File: config.mk
export PLATFORM = sky130hd
export DESIGN_NAME = seg7_scan_ndigit
export DESIGN_NICKNAME = d
export VERILOG_FILES = /design/src/rtl/seg7_pkg.sv /design/src/rtl/seg7_hex_decode.sv /design/src/rtl/seg7_scan_ndigit.sv
export SDC_FILE = /design/constraint.sdc
export NUM_CORES = 1
export LEC_CHECK = 0
export ABC_CLOCK_PERIOD_IN_PS = 4650
export CORE_MARGIN = 10
export CORE_UTILIZATION = 45
export DETAILED_ROUTE_END_ITERATION = 10
export PLACE_DENSITY = 0.76
export SLEW_MARGIN = 20
export SYNTH_ARGS = -nofsm -noshare
export SYNTH_HDL_FRONTEND = slang
export SYNTH_SLANG_ARGS = --single-unit
File: constraint.sdc
create_clock -name CLK -period 4.65 [get_ports CLK]
set_clock_uncertainty 0.05 [all_clocks]
set_input_delay 0.6975 -clock CLK [delete_from_list [all_inputs] [get_ports CLK]]
set_output_delay 0.6975 -clock CLK [all_outputs]
set_load 0.02 [all_outputs]
File: src/rtl/seg7_pkg.sv
// Shared constants and helpers for the multiplexed seven-segment scanner.
package seg7_pkg;

    // Active-high {g,f,e,d,c,b,a} patterns for hex digits 0..F.
    localparam logic [6:0] HEX_SEG_TABLE [0:15] = '{
        7'h3F, 7'h06, 7'h5B, 7'h4F, 7'h66, 7'h6D, 7'h7D, 7'h07,
        7'h7F, 7'h6F, 7'h77, 7'h7C, 7'h39, 7'h5E, 7'h79, 7'h71
    };

    // Bit position of the decimal point on the segment bus.
    localparam int SEG_DP = 7;

    // Converts an active-high pattern to the pin polarity of the board.
    function automatic logic [7:0] apply_pol(input logic [7:0] value, input logic act_low);
        return act_low ? ~value : value;
    endfunction

endpackage

File: src/rtl/seg7_hex_decode.sv
// Combinational 4-bit hex to active-high {g..a} segment decoder.
module seg7_hex_decode
    import seg7_pkg::*;
(
    input  logic [3:0] hex,
    output logic [6:0] seg
);

    // Table lookup; the full 0..F range is covered.
    always_comb begin
        seg = HEX_SEG_TABLE[hex];
    end

endmodule

File: src/rtl/seg7_scan_ndigit.sv
// N-digit multiplexed seven-segment scanner with PWM brightness, guard
// phase, leading-zero blanking, tear-free frame latching and pin polarity.
//
// Timing hierarchy: prescaler tick -> PWM phase -> digit slot -> frame.
// Phase 0 of every slot is dark so segment changes never land on a lit anode.
module seg7_scan_ndigit
    import seg7_pkg::*;
#(
    parameter int CLK_FREQ    = 125_000_000,
    parameter int SCAN_HZ     = 8_000,
    parameter int NUM_DIGITS  = 4,
    parameter int BRIGHT_W    = 3,
    parameter int SEG_ACT_LOW = 1,
    parameter int DIG_ACT_LOW = 1
) (
    input  logic                    CLK,
    input  logic                    RST,
    input  logic [4*NUM_DIGITS-1:0] DIGITS,
    input  logic [NUM_DIGITS-1:0]   DP,
    input  logic                    BLANK_LZ,
    input  logic [BRIGHT_W-1:0]     BRIGHT,
    input  logic                    EN,
    output logic [7:0]              SEG,
    output logic [NUM_DIGITS-1:0]   AN,
    output logic                    FRAME
);

    localparam int DIV_RAW = CLK_FREQ / SCAN_HZ;
    localparam int DIV     = (DIV_RAW < 1) ? 1 : DIV_RAW;
    localparam int CNT_W   = (DIV > 1) ? $clog2(DIV) : 1;
    localparam int IDX_W   = $clog2(NUM_DIGITS);

    localparam logic [CNT_W-1:0] CNT_MAX = CNT_W'(DIV - 1);
    localparam logic [IDX_W-1:0] IDX_MAX = IDX_W'(NUM_DIGITS - 1);

    localparam logic [7:0]            SEG_IDLE = apply_pol(8'h00, SEG_ACT_LOW != 0);
    localparam logic [7:0]            AN_IDLE8 = apply_pol(8'h00, DIG_ACT_LOW != 0);
    localparam logic [NUM_DIGITS-1:0] AN_IDLE  = AN_IDLE8[NUM_DIGITS-1:0];

    logic [CNT_W-1:0]        cnt_q, cnt_d;
    logic [BRIGHT_W-1:0]     phase_q, phase_d;
    logic [IDX_W-1:0]        idx_q, idx_d;
    logic [4*NUM_DIGITS-1:0] digits_sh_q, digits_sh_d;
    logic [NUM_DIGITS-1:0]   dp_sh_q, dp_sh_d;
    logic                    blz_sh_q, blz_sh_d;
    logic [7:0]              seg_q, seg_d;
    logic [NUM_DIGITS-1:0]   an_q, an_d;

    logic                    tick;
    logic                    phase_wrap;
    logic                    frame_load;
    logic [3:0]              cur_digit;
    logic                    cur_dp;
    logic                    cur_blank;
    logic [NUM_DIGITS-1:0]   blank_vec;
    logic [6:0]              dec_seg;

    // Prescaler, PWM phase and digit index chain.
    always_comb begin
        tick       = (cnt_q == CNT_MAX);
        phase_wrap = tick && (phase_q == '1);
        cnt_d      = tick ? '0 : cnt_q + CNT_W'(1);
        phase_d    = tick ? phase_q + BRIGHT_W'(1) : phase_q;
        idx_d      = idx_q;
        if (phase_wrap) begin
            idx_d = (idx_q == IDX_MAX) ? '0 : idx_q + IDX_W'(1);
        end
    end

    // Shadow registers load only at the very start of a frame, so a frame
    // always shows one coherent snapshot of the inputs.
    always_comb begin
        frame_load  = !RST && (cnt_q == '0) && (phase_q == '0) && (idx_q == '0);
        digits_sh_d = frame_load ? DIGITS   : digits_sh_q;
        dp_sh_d     = frame_load ? DP       : dp_sh_q;
        blz_sh_d    = frame_load ? BLANK_LZ : blz_sh_q;
    end

    // Leading-zero detection from the top digit downward; digit 0 always shows.
    always_comb begin
        logic upper_zero;
        upper_zero = 1'b1;
        blank_vec  = '0;
        for (int i = NUM_DIGITS - 1; i >= 0; i--) begin
            upper_zero   = upper_zero && (digits_sh_q[4*i +: 4] == 4'h0);
            blank_vec[i] = (i != 0) && blz_sh_q && upper_zero;
        end
    end

    // Select the shadow digit, decimal point and blank flag for the active slot.
    always_comb begin
        cur_digit = digits_sh_q[3:0];
        cur_dp    = dp_sh_q[0];
        cur_blank = blank_vec[0];
        for (int i = 0; i < NUM_DIGITS; i++) begin
            if (idx_q == IDX_W'(i)) begin
                cur_digit = digits_sh_q[4*i +: 4];
                cur_dp    = dp_sh_q[i];
                cur_blank = blank_vec[i];
            end
        end
    end

    seg7_hex_decode u_hex_decode (
        .hex (cur_digit),
        .seg (dec_seg)
    );

    // Next output pattern: anode lit only in phases 1..BRIGHT, polarity applied last.
    always_comb begin
        logic                  lit;
        logic [7:0]            seg_raw;
        logic [NUM_DIGITS-1:0] an_onehot;
        logic [7:0]            an_pol;
        lit     = EN && (phase_q != '0) && (phase_q <= BRIGHT);
        seg_raw = 8'h00;
        if (EN) begin
            seg_raw[6:0]    = cur_blank ? 7'h00 : dec_seg;
            seg_raw[SEG_DP] = cur_dp;
        end
        an_onehot = '0;
        for (int i = 0; i < NUM_DIGITS; i++) begin
            an_onehot[i] = lit && (idx_q == IDX_W'(i));
        end
        seg_d  = apply_pol(seg_raw, SEG_ACT_LOW != 0);
        an_pol = apply_pol(8'(an_onehot), DIG_ACT_LOW != 0);
        an_d   = an_pol[NUM_DIGITS-1:0];
    end

    // State and output registers with synchronous reset.
    always_ff @(posedge CLK) begin
        if (RST) begin
            cnt_q       <= '0;
            phase_q     <= '0;
            idx_q       <= '0;
            digits_sh_q <= '0;
            dp_sh_q     <= '0;
            blz_sh_q    <= 1'b0;
            seg_q       <= SEG_IDLE;
            an_q        <= AN_IDLE;
        end else begin
            cnt_q       <= cnt_d;
            phase_q     <= phase_d;
            idx_q       <= idx_d;
            digits_sh_q <= digits_sh_d;
            dp_sh_q     <= dp_sh_d;
            blz_sh_q    <= blz_sh_d;
            seg_q       <= seg_d;
            an_q        <= an_d;
        end
    end

    assign SEG   = seg_q;
    assign AN    = an_q;
    assign FRAME = frame_load;

endmodule

## Word level (Yosys, flattened, before mapping)

Memories as Yosys holds them, arrays and structs flattened.
Index checks and enable logic that the tools add are counted.

- Output and inout bits: 13
- Input bits: 27
- Memories kept: 1
- Word-level logic and storage cells: 60
- Bits in registers: 52
- Memory bits (read-only): 112

Memory list:

| name | depth | bits a word | read ports | clocked after memory_dff | wr ports | line | RTL |
|---|---|---|---|---|---|---|---|
| (name not given) | 16 | 7 | 1 | 0 | 0 | seg7_hex_decode.sv:11 | `seg = HEX_SEG_TABLE[hex];` |

- Add/sub/neg operators: 3
- Order comparisons: 2
- Bitwise operators: 3
- Equal/unequal tests: 5
- Reductions and logical operators: 24
- Mux-type cells: 14

Operators with widths:

| cell | number |
|---|---|
| 2-to-1 mux 7 bit | 3 |
| logical AND 1 bit | 15 |
| adder 14 x 1 -> 14 bit (second input constant) | 1 |
| equality test 14 bit (second input constant) | 1 |
| zero test 14 bit | 1 |
| zero test 4 bit | 3 |
| 2-to-1 mux 4 bit | 3 |
| 2-to-1 mux 8 bit | 1 |
| NOT 8 bit | 1 |
| 2-to-1 mux 1 bit | 6 |
| >= comparator 5 bit (second input constant) | 1 |
| NOT 4 -> 5 bit | 1 |
| equality test 2 bit (second input constant) | 2 |
| NOT 4 bit | 1 |
| adder 3 x 1 -> 3 bit (second input constant) | 1 |
| equality test 3 bit (second input constant) | 1 |
| less-or-equal comparator 3 bit | 1 |
| zero test 3 bit | 1 |
| nonzero test 3 bit | 1 |
| adder 2 x 1 -> 2 bit (second input constant) | 1 |
| equality test 2 x 1 -> 1 bit (second input constant) | 1 |
| zero test 2 bit | 1 |
| 2-to-1 mux 2 bit | 1 |
| OR reduction 2 bit | 1 |
| zero test 1 bit | 1 |

## Depth between registers and ports, before layout

Gate-level depths: netlist of the first run.

- Word-level depth: 11
- Depth in mapped cells: 11
- Gate-level depth less buffers: 10

## Hierarchy

Synthesis of the first run repeated with hierarchy kept, for this count alone.

- Cell total of the unflattened synthesis: 309
- Area, all modules: 2,650.0 um^2

Modules (own cells, without submodules):

| module | cells an instance | instances | area each (um^2) | seq. area each (um^2) |
|---|---|---|---|---|
| seg7_scan_ndigit | 276 | 1 | 2,359.8 | 1,041.0 |
| seg7_hex_decode | 33 | 1 | 290.3 | 0.0 |

## Worst setup path before layout of the first run

OpenSTA, ideal clock, no wires.

- Kind: reg-to-output
- From: register cnt_q[0]
- To: output FRAME
- Data required time: 3.903 ns
- Stages on the path, launching flop included: 6
- Setup slack: 2.119 ns
- Path buffers: 0
- Arrival time: 1.784 ns
- Cell sequence: dfxtp_1 > inv_1 > ha_1 > or3b_2 > or2_2 > nor3_1

- Cells in the longest elaborated chain, start to end: 4

RTL lines:

| what | line | RTL |
|---|---|---|
| start: declaration | seg7_scan_ndigit.sv:40 | `logic [CNT_W-1:0] cnt_q, cnt_d;` |
| start signal: assignment | seg7_scan_ndigit.sv:142 | `cnt_q <= cnt_d;` |
| zero test 14 bit | seg7_scan_ndigit.sv:73 | `frame_load = !RST && (cnt_q == '0) && (phase_q == '0) && (idx_q == '0);` |
| logical AND 1 bit (3 in series) | seg7_scan_ndigit.sv:73 |  |
| end: declaration | seg7_scan_ndigit.sv:25 | `output logic FRAME` |

Every way passes these cells.

## Worst setup path in the final report of the first run

- From: input RST
- To: output FRAME

- Cells in the longest elaborated chain, start to end: 4

RTL lines:

| what | line | RTL |
|---|---|---|
| start: declaration | seg7_scan_ndigit.sv:17 | `input logic RST,` |
| zero test 1 bit | seg7_scan_ndigit.sv:73 |  |
| logical AND 1 bit (3 in series) | seg7_scan_ndigit.sv:73 |  |

Every way passes these cells.

==> flow_summary.toml, run 1 <==
[floorplan]
die_w_um = 94.7
die_h_um = 94.7
start_util = 0.459
row_count = 27
core_um2 = 5470
fp.dieArea_um2 = 8980
io_pins = 40

[pwr]
p_total_mw = 0.863
total_leakage_power_nw = 1.17
worst_ir_drop_vdd_v = 0.000168
pwr_density_cell_nw_per_um2 = 285

[cts]
clock-sinks = 52
cts_root_buf = "clkbuf_8"
clock_latency_ps = 310
cts_made_buffers = 5
clk_pin_slew_ps = 90
postCtsSetupRepairBufs = 0
cts-resized-gates = 0
ctsHoldBuffers = 0
cts_buffer_depth = 2
cts_tree = "done"
cts_max_level = 2

[sta]
slew_viol_final = 0
period_share = 0.699
tightest_slew_ps = 741
final.setup.tns_ps = 0
setup_slack_ps = 1400
maxSlewHeadroom = 0.504
finalSetupViolations = 0
rsz0062_at_grt = "no"
hold_viol = 0
period_needed_ps = 3250
fmax_mhz = 307

[global_route]
grt_pass1_vias = 2072
overflow = 0
antenna_found_initial = 0
grt_pass1_wl_mm = 9.20
grt_start_max_net_pins = 31
gr-usage-all-layers = 0.126

[synthesis]
synth_edf_count = 0
yosysWarnings = 0
netlist_area_um2 = 2510
synthCells = 298
synth-main-ff-cell = "dfxtp_1"
synth.area.top_cells = "dfxtp_1 (41%), ha_1 (9.0%), nand2_1 (8.5%), a21oi_1 (5.6%), mux2i_1 (3.6%)"
ys_seq_area_frac = 0.414
synth_nets = 343
synth_top_area_frac = 0.414
ys_top_cells_by_count = "nand2_1 (57), dfxtp_1 (52), a21oi_1 (28)"
avgSynthCellArea_um2 = 8.44
ys_types = 41
synth_top_cell_by_area = "dfxtp_1"
synth.most_common_cell = "nand2_1"
ys_ff_latch = 52
async_flop_share = 0

[placed_design]
hpwl_mm = 4.00
dp.cells = 398
io_buffer_count = 39
place_congestion = 0.892
dpl_worst_slack_ps = 1420

[worst_setup_path]
critPathRequiredTime_ps = 3900
crit_type = "input pin to output pin"
worstSetupStartpointType = "input pin"
end_kind = "output pin"
cp_max_fo = 30
worstPathArrival_ps = 2500
rrSetupSlack_ps = 2060
reg2reg_depth = 8
worstSetupStartpoint = "RST"
r2r-start = "idx_q[0]"

[route]
ant_nets = 0
drt_first_pass_iters = 4
wl_per_cell_um = 13.1
num_vias = 2082
vias_per_cell = 5.14
drt_iter0_drc = 70
drc = 0
wirelength_mm = 5.32

[outcome]
run_status = "finished, final reports clean"

[cells_and_area]
fin_util = 0.553
drive_above_1_share = 0.0601
diodes = 0
fin_cells = 405
syn_to_final_growth_pct = 20.5
nNetsFinal = 378

[worst_hold_path]
hp-start = "digits_sh_q[1]"
worstHoldPathType = "register to register"
hold_depth = 2

[job]
maxCapViolations = 0
[through the flow]
stage | hold slack (ps) | cell area (um^2)
after floorplan | 376 | 2510
after global routing | 436 | 3030
final | 402 | 3030
after detailed placement | 394 | 2940
after global placement | 387 | 2940
after CTS | 406 | 3020
[cells in the final DEF (no fill, tap or decap), types with 5 or more instances in the layout]
cell,n
clkdlybuf4s50_1,39
nand2_1,57
mux2i_1,9
inv_1,17
o211ai_1,5
a21oi_1,28
clkbuf_8,5
nor2_1,20
nand3_1,6
xnor2_1,7
nor2b_1,5
o21ai_0,7
dfxtp_1,52
ha_1,18
[flip-flops by register name, indices dropped and copies added, names as in the netlist]
register     count
AN               4
dp_sh_q          4
phase_q          3
idx_q            2
blz_sh_q         1
SEG              8
cnt_q           14
digits_sh_q     16
[path summary, 6_finish.rpt]
| check | to |
|---|---|
| worst min register to register | digits_sh_q[1] |
| worst min-delay path | digits_sh_q[1] |
| worst max register to register | SEG[3] |
| worst max-delay path | FRAME |
[critical path, stage by stage]
cell and delay, ps:
clkdlybuf4s50_1 400, buf_4 230, nor4_1 200, nand2_1 160, nor3_1 190, clkdlybuf4s50_1 630
[cell type report]
type,count,area (um^2)
fillers,525,2440
multi-input cells,216,1350
flip-flops and latches,52,1040
repair buffers,41,405
well taps,72,90.1
clock buffers,6,72.6
inverters,17,63.8
clock inverters,1,5.00
[logic make-up after synthesis]
group	Yosys count	synth area share
AOI/OAI and AO/OA	53	0.126
xor gates and xnor gates	11	0.0383
adders and majority gates	18	0.0896
buffers and inverters	30	0.0513
DFF	52	0.414
muxes	9	0.0358
and+or+nand+nor	125	0.244
[routing by layer]
| layer | vias up | global-route usage | share of wire |
|---|---|---|---|
| met5 | - | 0 | 0 |
| met4 | 0 | 0.0524 | 0.016 |
| met1 | 955 | 0.140 | 0.42 |
| met2 | 49 | 0.212 | 0.49 |
| met3 | 12 | 0.0492 | 0.076 |
| li1 | 1066 | - | - |
[where the power goes]
part / internal [mW] / switching [mW]
Sequential: 0.468 / 0.0119
Clock: 0.103 / 0.141
Combinational: 0.0686 / 0.0713
(Power assumes the default switching activity.)
==> inputs of run 2 (changes only) <==
--- a/config.mk
+++ b/config.mk
@@ -5,7 +5,7 @@
 export SDC_FILE = /design/constraint.sdc
 export NUM_CORES = 1
 export LEC_CHECK = 0
-export ABC_CLOCK_PERIOD_IN_PS = 4650
+export ABC_CLOCK_PERIOD_IN_PS = 3400
 export CORE_MARGIN = 10
 export CORE_UTILIZATION = 45
 export DETAILED_ROUTE_END_ITERATION = 10
==> constraint.sdc (replaced) <==
create_clock -name CLK -period 3.4 [get_ports CLK]
set_clock_uncertainty 0.05 [all_clocks]
set_input_delay 0.51 -clock CLK [delete_from_list [all_inputs] [get_ports CLK]]
set_output_delay 0.51 -clock CLK [all_outputs]
set_load 0.02 [all_outputs]
==> run 2 against run 1 <==
Compared with the run above: routed wire length fell by 0.66%; clock power rose by 49%; sequential cell count did not move.
==> flow_summary.toml, run 2 (synthesis gave the netlist of run 1 again) <==
[outcome]
run_status = "finished, final reports clean"

[floorplan]
io_pins = 40
die_h_um = 94.7
core_um2 = 5470
die_w_um = 94.7
row_count = 27
start_util = 0.459
fp.dieArea_um2 = 8980

[cells_and_area]
nFillCells = 527
final_common_cell = "nand2_1"
multiInputGateArea_um2 = 1340
regArea_um2 = 1040
largest_register_ffs = 16
drive_above_1_share = 0.0687
diodes = 0
fin_util = 0.556
nNetsFinal = 379
syn_to_final_growth_pct = 21.0
final_cell_mix = "nand2_1 (57), dfxtp_1 (52), clkdlybuf4s50_1 (39)"
top_register = "digits_sh_q"

[sta]
finalSetupViolations = 0
holdWs_ps = 402
maxSlewHeadroom = 0.541
final.setup.tns_ps = 0
fmax_mhz = 328
tightest_slew_ps = 688
period_needed_ps = 3050
rsz0062_at_grt = "no"
slew_viol_final = 0
period_share = 0.898
hold_viol = 0

[worst_setup_path]
worstPathArrival_ps = 2490
end_kind = "output pin"
critPathRequiredTime_ps = 2840
worstSetupStartpointType = "register"
crit_type = "register to output pin"
cp_max_fo = 4

[global_route]
overflow = 0
grt_pass1_wl_mm = 9.09
grt_start_max_net_pins = 30
use_met1 = 0.139
grt_use_met3 = 0.0365
grt_pass1_vias = 2046
top_usage_layer = "met2"
gr-usage-all-layers = 0.124
antenna_found_initial = 0
grt_use_met2 = 0.215

[placed_design]
io_buffer_count = 39
place_congestion = 0.859
hpwl_mm = 3.90

[route]
wl_per_cell_um = 13.0
drc = 0
drt_first_pass_iters = 4
ant_nets = 0
wirelength_mm = 5.28
vias_per_cell = 5.08
num_vias = 2069
drt_iter0_drc = 55

[worst_hold_path]
worstHoldPathType = "register to register"

[cts]
clk_pin_slew_ps = 100
cts_tree = "done"
cts-resized-gates = 0
ctsHoldBuffers = 0
cts_max_level = 2
cts_buffer_depth = 2
cts_root_buf = "clkbuf_8"
clock-sinks = 52
postCtsSetupRepairBufs = 0
clock_latency_ps = 310
cts_made_buffers = 5

[job]
maxCapViolations = 0

[pwr]
pwr_density_cell_nw_per_um2 = 398
total_leakage_power_nw = 1.17
worst_ir_drop_vdd_v = 0.000220
run 2: critical path, cell delays in order (launching register included):
cell	delay, ps
dfxtp_1	350
inv_1	60
ha_1	130
or3b_2	480
or2_2	320
nor3_1	200
clkdlybuf4s50_1	640
run 2: path summary, 6_finish.rpt:
kind | from | to | slack, ps | cells past startpoint
worst max register to register | idx_q[0] | SEG[3] | 820 | 8
worst min-delay path | digits_sh_q[1] | digits_sh_q[1] | 400 | 2
worst max-delay path | cnt_q[0] | FRAME | 350 | 6
worst min register to register | digits_sh_q[1] | digits_sh_q[1] | 400 | 2
run 2: final cells by class:
cell class,count,share of cell area
Timing Repair Buffer,42,0.136
Sequential cell,52,0.342
Clock inverter,3,0.00699
Inverter,17,0.0210
Clock buffer,5,0.0226
Tap cell,72,0.0296
Multi-Input combinational cell,216,0.442
run 2: power breakdown:
part,internal [mW],switching (mW)
Combinational,0.0944,0.0967
Sequential,0.640,0.0169
Clock,0.147,0.216
run 2: layer usage:
layer | part of all wire | wire, um | vias up
met5 | 0 | 0 | -
met4 | 0.014 | 74 | 0
met3 | 0.072 | 382 | 6
met2 | 0.48 | 2560 | 46
met1 | 0.43 | 2270 | 952
li1 | - | - | 1065
run 2: metrics by stage:
stage / instances / worst slack, ps / power, mW / cell area, um^2
after detailed placement: 399 / 673 / 0.863 / 2950
after global routing: 407 / 241 / 1.27 / 3040
after global placement: 399 / 652 / 0.858 / 2950
after floorplan: 298 / 1060 / 0.785 / 2510
final: 407 / 348 / 1.21 / 3040
after CTS: 407 / 317 / 1.22 / 3040
